<file path="src/rtl/vec_pkg.sv">
// Shared definitions for the vector element sequencer and issue logic.
// Opcode map, sequencer state encoding and default geometry.
package vec_pkg;

    localparam int VLEN_DEF = 8;
    localparam int EW_DEF   = 8;
    localparam int RA_DEF   = 3;

    localparam logic [3:0] OP_ADD_VV = 4'b0001;
    localparam logic [3:0] OP_SUB_VV = 4'b0010;
    localparam logic [3:0] OP_XOR_VS = 4'b0101;
    localparam logic [3:0] OP_SHL_VS = 4'b0110;
    localparam logic [3:0] OP_SHR_VS = 4'b0111;
    localparam logic [3:0] OP_ROL_VS = 4'b1000;
    localparam logic [3:0] OP_ROR_VS = 4'b1001;
    localparam logic [3:0] OP_ADD_VS = 4'b1010;
    localparam logic [3:0] OP_SUB_VS = 4'b1011;
    localparam logic [3:0] OP_VFS    = 4'b1111;

    typedef enum logic [1:0] {
        IDLE  = 2'b00,
        EXEC  = 2'b01,
        DRAIN = 2'b10,
        ERR   = 2'b11
    } seq_state_e;

endpackage

</file>
<file path="src/rtl/vec_op_decode.sv">
// Opcode classifier: legal opcode and whether operand B is the scalar.
module vec_op_decode
    import vec_pkg::*;
(
    input  logic [3:0] i_opcode,
    output logic       o_legal,
    output logic       o_scalar_sel
);

    always_comb begin
        o_legal      = 1'b0;
        o_scalar_sel = 1'b0;
        unique case (i_opcode)
            OP_ADD_VV, OP_SUB_VV: begin
                o_legal = 1'b1;
            end
            OP_XOR_VS, OP_SHL_VS, OP_SHR_VS, OP_ROL_VS,
            OP_ROR_VS, OP_ADD_VS, OP_SUB_VS, OP_VFS: begin
                o_legal      = 1'b1;
                o_scalar_sel = 1'b1;
            end
            default: begin
                o_legal      = 1'b0;
                o_scalar_sel = 1'b0;
            end
        endcase
    end

endmodule

</file>
<file path="src/rtl/vec_exec_seq.sv">
// Element sequencer: walks one vector instruction element by element,
// feeding the ALU and writing each result back one cycle later.
module vec_exec_seq
    import vec_pkg::*;
#(
    parameter int VLEN = VLEN_DEF,
    parameter int EW   = EW_DEF,
    parameter int RA   = RA_DEF,
    parameter int IW   = $clog2(VLEN)
) (
    input  logic          clk,
    input  logic          reset,
    input  logic          instr_valid,
    output logic          instr_ready,
    input  logic [3:0]    instr_opcode,
    input  logic [RA-1:0] instr_va,
    input  logic [RA-1:0] instr_vb,
    input  logic [RA-1:0] instr_vd,
    input  logic [EW-1:0] instr_scalar,
    output logic [RA-1:0] rf_raddr_a,
    output logic [RA-1:0] rf_raddr_b,
    output logic [IW-1:0] rf_rindex,
    input  logic [EW-1:0] rf_rdata_a,
    input  logic [EW-1:0] rf_rdata_b,
    output logic          rf_we,
    output logic [RA-1:0] rf_waddr,
    output logic [IW-1:0] rf_windex,
    output logic [EW-1:0] rf_wdata,
    output logic [EW-1:0] alu_val_a,
    output logic [EW-1:0] alu_val_b,
    output logic [3:0]    alu_opcode,
    input  logic [EW-1:0] alu_result,
    output logic          done,
    output logic          illegal
);

    seq_state_e    r_state;
    seq_state_e    w_next;
    logic [IW-1:0] r_idx;
    logic [IW-1:0] w_idx_next;

    logic [3:0]    r_op;
    logic [RA-1:0] r_va;
    logic [RA-1:0] r_vb;
    logic [RA-1:0] r_vd;
    logic [EW-1:0] r_scalar;
    logic          r_scalar_sel;

    logic          r_we;
    logic [RA-1:0] r_waddr;
    logic [IW-1:0] r_windex;
    logic [EW-1:0] r_wdata;

    logic          w_legal;
    logic          w_scalar_sel;
    logic          w_accept;
    logic          w_last;
    logic          w_busy;
    logic          w_exec;

    vec_op_decode u_dec (
        .i_opcode     (instr_opcode),
        .o_legal      (w_legal),
        .o_scalar_sel (w_scalar_sel)
    );

    assign w_accept = instr_valid && (r_state == IDLE);
    assign w_last   = (r_idx == IW'(VLEN - 1));
    assign w_busy   = (r_state != IDLE);
    assign w_exec   = (r_state == EXEC);

    always_ff @(posedge clk or posedge reset) begin
        if (reset) begin
            r_state <= IDLE;
            r_idx   <= '0;
        end else begin
            r_state <= w_next;
            r_idx   <= w_idx_next;
        end
    end

    always_comb begin
        w_next      = r_state;
        w_idx_next  = r_idx;
        instr_ready = 1'b0;
        done        = 1'b0;
        illegal     = 1'b0;
        unique case (r_state)
            IDLE: begin
                instr_ready = 1'b1;
                w_idx_next  = '0;
                if (instr_valid) begin
                    w_next = w_legal ? EXEC : ERR;
                end
            end
            EXEC: begin
                // Power-of-two VLEN lets the index wrap to 0 on its own.
                w_idx_next = r_idx + IW'(1);
                if (w_last) begin
                    w_next = DRAIN;
                end
            end
            DRAIN: begin
                done   = 1'b1;
                w_next = IDLE;
            end
            ERR: begin
                done    = 1'b1;
                illegal = 1'b1;
                w_next  = IDLE;
            end
            default: begin
                w_next = IDLE;
            end
        endcase
    end

    always_ff @(posedge clk or posedge reset) begin
        if (reset) begin
            r_op         <= '0;
            r_va         <= '0;
            r_vb         <= '0;
            r_vd         <= '0;
            r_scalar     <= '0;
            r_scalar_sel <= 1'b0;
            r_we         <= 1'b0;
            r_waddr      <= '0;
            r_windex     <= '0;
            r_wdata      <= '0;
        end else begin
            if (w_accept) begin
                r_op         <= instr_opcode;
                r_va         <= instr_va;
                r_vb         <= instr_vb;
                r_vd         <= instr_vd;
                r_scalar     <= instr_scalar;
                r_scalar_sel <= w_scalar_sel;
            end
            r_we <= w_exec;
            if (w_exec) begin
                r_waddr  <= r_vd;
                r_windex <= r_idx;
                r_wdata  <= alu_result;
            end
        end
    end

    assign rf_raddr_a = r_va;
    assign rf_raddr_b = r_vb;
    assign rf_rindex  = r_idx;

    assign rf_we      = r_we;
    assign rf_waddr   = r_waddr;
    assign rf_windex  = r_windex;
    assign rf_wdata   = r_wdata;

    assign alu_opcode = w_busy ? r_op : 4'b0000;
    assign alu_val_a  = w_busy ? rf_rdata_a : '0;
    assign alu_val_b  = !w_busy     ? '0 :
                        r_scalar_sel ? r_scalar : rf_rdata_b;

endmodule

</file>
<file path="config.mk">
export PLATFORM = sky130hd
export DESIGN_NAME = vec_exec_seq
export DESIGN_NICKNAME = d
export VERILOG_FILES = /design/src/rtl/vec_pkg.sv /design/src/rtl/vec_op_decode.sv /design/src/rtl/vec_exec_seq.sv
export SDC_FILE = /design/constraint.sdc
export NUM_CORES = 1
export LEC_CHECK = 0
export ABC_AREA = 1
export CAP_MARGIN = 5
export CORE_MARGIN = 3
export CORE_UTILIZATION = 50
export CTS_BUF_LIST = sky130_fd_sc_hd__clkbuf_8
export CTS_CLUSTER_SIZE = 24
export DETAILED_ROUTE_END_ITERATION = 7
export DONT_BUFFER_PORTS = 1
export GPL_TIMING_DRIVEN = 0
export PLACE_DENSITY = 0.65
export REMOVE_ABC_BUFFERS = 1
export SETUP_SLACK_MARGIN = 0.5
export SYNTH_ARGS = -nofsm -noshare
export SYNTH_HDL_FRONTEND = slang
export SYNTH_HIERARCHICAL = 1
export SYNTH_SLANG_ARGS = --single-unit
export TNS_END_PERCENT = 1
</file>
<file path="constraint.sdc">
create_clock -name clk -period 1.25 [get_ports clk]
set_input_delay 0.1875 -clock clk [delete_from_list [all_inputs] [get_ports clk]]
set_output_delay 0.1875 -clock clk [all_outputs]
set_load 0.005 [all_outputs]
</file>
==> summary.txt <==
Run status
  • Status: finished with violations
  • Failing checks: hold timing, setup timing

Die
  • Die W: roughly 68 um
  • Core Box Area: roughly 3700 um2
  • Initial core utilization: 0.523
  • Die Y: 68.3 um
  • Row count: 22
  • I/O Pins: 95
  • Die area: 4670 um2

Setup path
  • Kind of start point of the critical path: register
  • Arrival time worst endpoint: around 1.2 ns
  • Req. time, crit path: 1.06 ns
  • Crit path largest cell delay: 0.53 ns
  • Worst Reg2Reg Path Length in Cells: 3
  • Worst setup startpoint: r_state[1]
  • Critical Path End Type: primary output
  • Setup crit end: alu_val_b[2]
  • R2R Setup Slk: -0.04 ns
  • WS Path Type: reg -> out
  • Reg2reg start: r_state[1]
  • Slowest stage cell, crit path: dfrtp_2
  • CP Cell Sequence: nor2_4, a21oi_1
  • Crit Path Max Fanout: 8
  • FF-to-FF End: r_scalar[4]

STA
  • Unrepaired setup endpoints after global routing: true
  • Relative slew slack: 0.432
  • Fin crit period: ~1.4 ns
  • FMAX: between 0.7 and 0.8 GHz
  • Clock skew: 0.00704 ns
  • Final setup viols: 42
  • Fin Hold WS: -0.0524 ns
  • PnR worst setup slack: -0.128 ns
  • Max Transition Viols Final: 0
  • Period utilization: 1.10
  • Worst-margin pin slew: roughly 0.85 ns
  • Hold Vio Cnt, Final: 42

Cells and area
  • Antenna diode count: 0
  • Area Overhead vs Synth: 10.2%
  • Ratio of cells with drive above 1 in the final layout: 0.104
  • Final net count: 300
  • Layout Cells excl Fill: 299
  • Finished Core Util: 0.576
  • Number of fill cells: 371

Clock tree
  • Clk pin slew, worst setup/hold paths: 0.08 ns
  • CTS tree: done
  • Total CTS buffers: 5
  • CTS Buffer Depth: 2
  • Clk Latency, worst-skew pair: 0.29 ns
  • Root buf cell: clkbuf_8
  • Clock sink count: 42
  • H-tree levels: 2

Power and ir drop
  • Sw power: around 2300 uW
  • Internal power: between 3000 and 4000 uW
  • Logic pwr share: 0.340
  • Power density cells: between 2000 and 3000 nW/um2
  • Leakage: 0.00115 uW
  • Pwr Total: 5500 uW
  • Max VDD drop: roughly 1.3 mV
  • Clock power share: 0.192
  • Sw Share: 0.416
  • Flop pwr share: 0.468

Route
  • Drt wl/cell: 14.0 um
  • DRC: 0
  • Via count: 1526
  • Initial DRC Count: 93
  • Vias per inst: 5.10
  • DRT Wirelength: ~4.2 mm
  • Post-route ant nets: 0
  • Drt pass-1 iters: 4

Yosys
  • Synth Area in XOR/XNOR: 0
  • Sequential fraction of the synthesis area: 0.541
  • Cells after Synth: 248
  • FF+latch count, synth: 42
  • Compound-Gate Fraction of Synth Area: 0.0361
  • Area contributors post-synth: dfrtp_1, nand2_1, nand3_1
  • Adder-Cell Fraction of Synth Area: 0.0129
  • Top cell type's share of synthesized area: 0.541
  • Combinational family with the most area after synthesis: simple AND/OR/NAND/NOR gates
  • Syn. warnings: 6
  • Yosys cell types: 16
  • Yosys top cell by area: dfrtp_1
  • Mean Syn Cell Area: a little under 8 um2
  • Multiplexer area fraction after synthesis: 0
  • Simple-gate portion of the synthesized area: 0.322
  • Mapped Area: between 1500 and 2000 um2

Placement
  • Placed insts: 284
  • Hpwl dp: 2.55 mm
  • Routability congestion estimate: 0.686
  • PortBufs: 0
  • Dpl ws: -0.905 ns

Run
  • Max_cap viols: 0

Global routing
  • Largest net degree at the start of global routing: 43
  • Initial antenna violation count: 0
  • First-pass GRT wire length: 6.34 mm
  • GRT overflow: 0
  • All-Layer GR Usage: 0.182
  • Number of global-route vias before repair: 1348

Worst hold path
  • Hold crit path type: in -> async
layout make-up:
cell class / instances / area [um2] / share of cell area
inverters: 25 / 96.3 / 0.0450
well taps: 48 / 60.1 / 0.0281
clock inverters: 3 / 45.0 / 0.0211
multi-input cells: 172 / 772 / 0.361
clock buffers: 5 / 68.8 / 0.0322
flip-flops and latches: 42 / 1060 / 0.494
repair buffers: 4 / 41.3 / 0.0193
state kept, by name, summed over array words and instances (netlist names), 2 cells and up:
signal and cells:
rf_windex 3, rf_raddr_a 3, rf_raddr_b 3, r_state 2
r_scalar 8, r_op 4, r_vd 3, rf_wdata 8
rf_waddr 3, rf_rindex 3
worst min path at each step:
stage                  start     endpoint  slack [ns]  depth (start not counted)
2_1_floorplan  alu_result[0]  rf_wdata[0]        0.30                          2
3_3_place_gp   alu_result[4]  rf_wdata[4]        0.30                          2
3_5_place_dp           reset  rf_wdata[7]        0.30                          1
4_1_cts                reset  rf_wdata[7]       -0.02                          1
5_1_grt        alu_result[0]  rf_wdata[0]       0.002                          2
6_report               reset  rf_wdata[0]       -0.05                          1
routing by layer:
layer,wire length (um),GRT usage,vias to the layer above
met2,2000,0.306,72
li1,-,-,760
met5,0,0,-
met4,41,0.0596,0
met1,1820,0.228,689
met3,338,0.0443,5
Yosys cell counts:
master      n
nand2_1   111
dfrtp_1    42
nand3_1    26
inv_1      23
nor2_1     13
a21oi_1     8
o21ai_0     6
buf_2       5
buf_6       3
clkbuf_1    3
ha_1        2
inv_2       2
buf_4       1
nand2_2     1
nand2_4     1
nor2_4      1
cells in the final DEF, fill, tap and decap left out:
cell type | netlist | routed
inv_4 | 0 | 1
nand2_4 | 1 | 1
nor2_4 | 1 | 4
buf_6 | 3 | 1
ha_2 | 0 | 1
clkinvlp_4 | 0 | 2
a21oi_1 | 8 | 8
dfrtp_1 | 42 | 38
clkbuf_8 | 0 | 5
inv_2 | 2 | 4
ha_1 | 2 | 1
dlygate4sd3_1 | 0 | 3
bufinv_16 | 0 | 1
nand3_1 | 26 | 26
nand2_8 | 0 | 1
nand2_1 | 111 | 111
nor2_2 | 0 | 1
o21ai_0 | 6 | 6
dfrtp_2 | 0 | 4
inv_1 | 23 | 20
nor2_1 | 13 | 12
power groups by stage:
stage	combinational [uW]	sequential (uW)	clock, uW
final	1870	2580	1060
after global routing	2190	2690	1160
after CTS	1900	2580	1090
after detailed placement	1670	2530	0
after global placement	1620	2510	0
after floorplan	1340	2400	0
critical path, delay by kind of cell, from the launching register on:
kind / cells / cell delay, ns
compound gates: 1 / 0.10
simple gates: 1 / 0.28
flops: 1 / 0.53
metrics by stage:
stage / cell area (um2) / setup TNS (ns)
final: 2140 / -2.54
after global routing: 2140 / -6.92
after CTS: 2120 / -3.25
after detailed placement: 1920 / -27.15
after global placement: 1920 / -40.82
after floorplan: 1860 / -10.43
cell families (layout without fill, tap and decap cells):
logic type	after synthesis	count (layout)
AND/OR/NAND/NOR	153	156
flip-flops	42	42
buffers and inverters	37	37
AO/OA/AOI/OAI	14	14
adder cells (fa/ha/maj)	2	2
what timing repair did:
action,CTS,global route
setup endpoints to repair,89,89
setup buffers,1,0
cloned,3,0
pin swaps,3,1
hold buffers,1,2
hold endpoints to repair,43,2
resized for setup,14,1
Power figures use the tool's default switching activity.
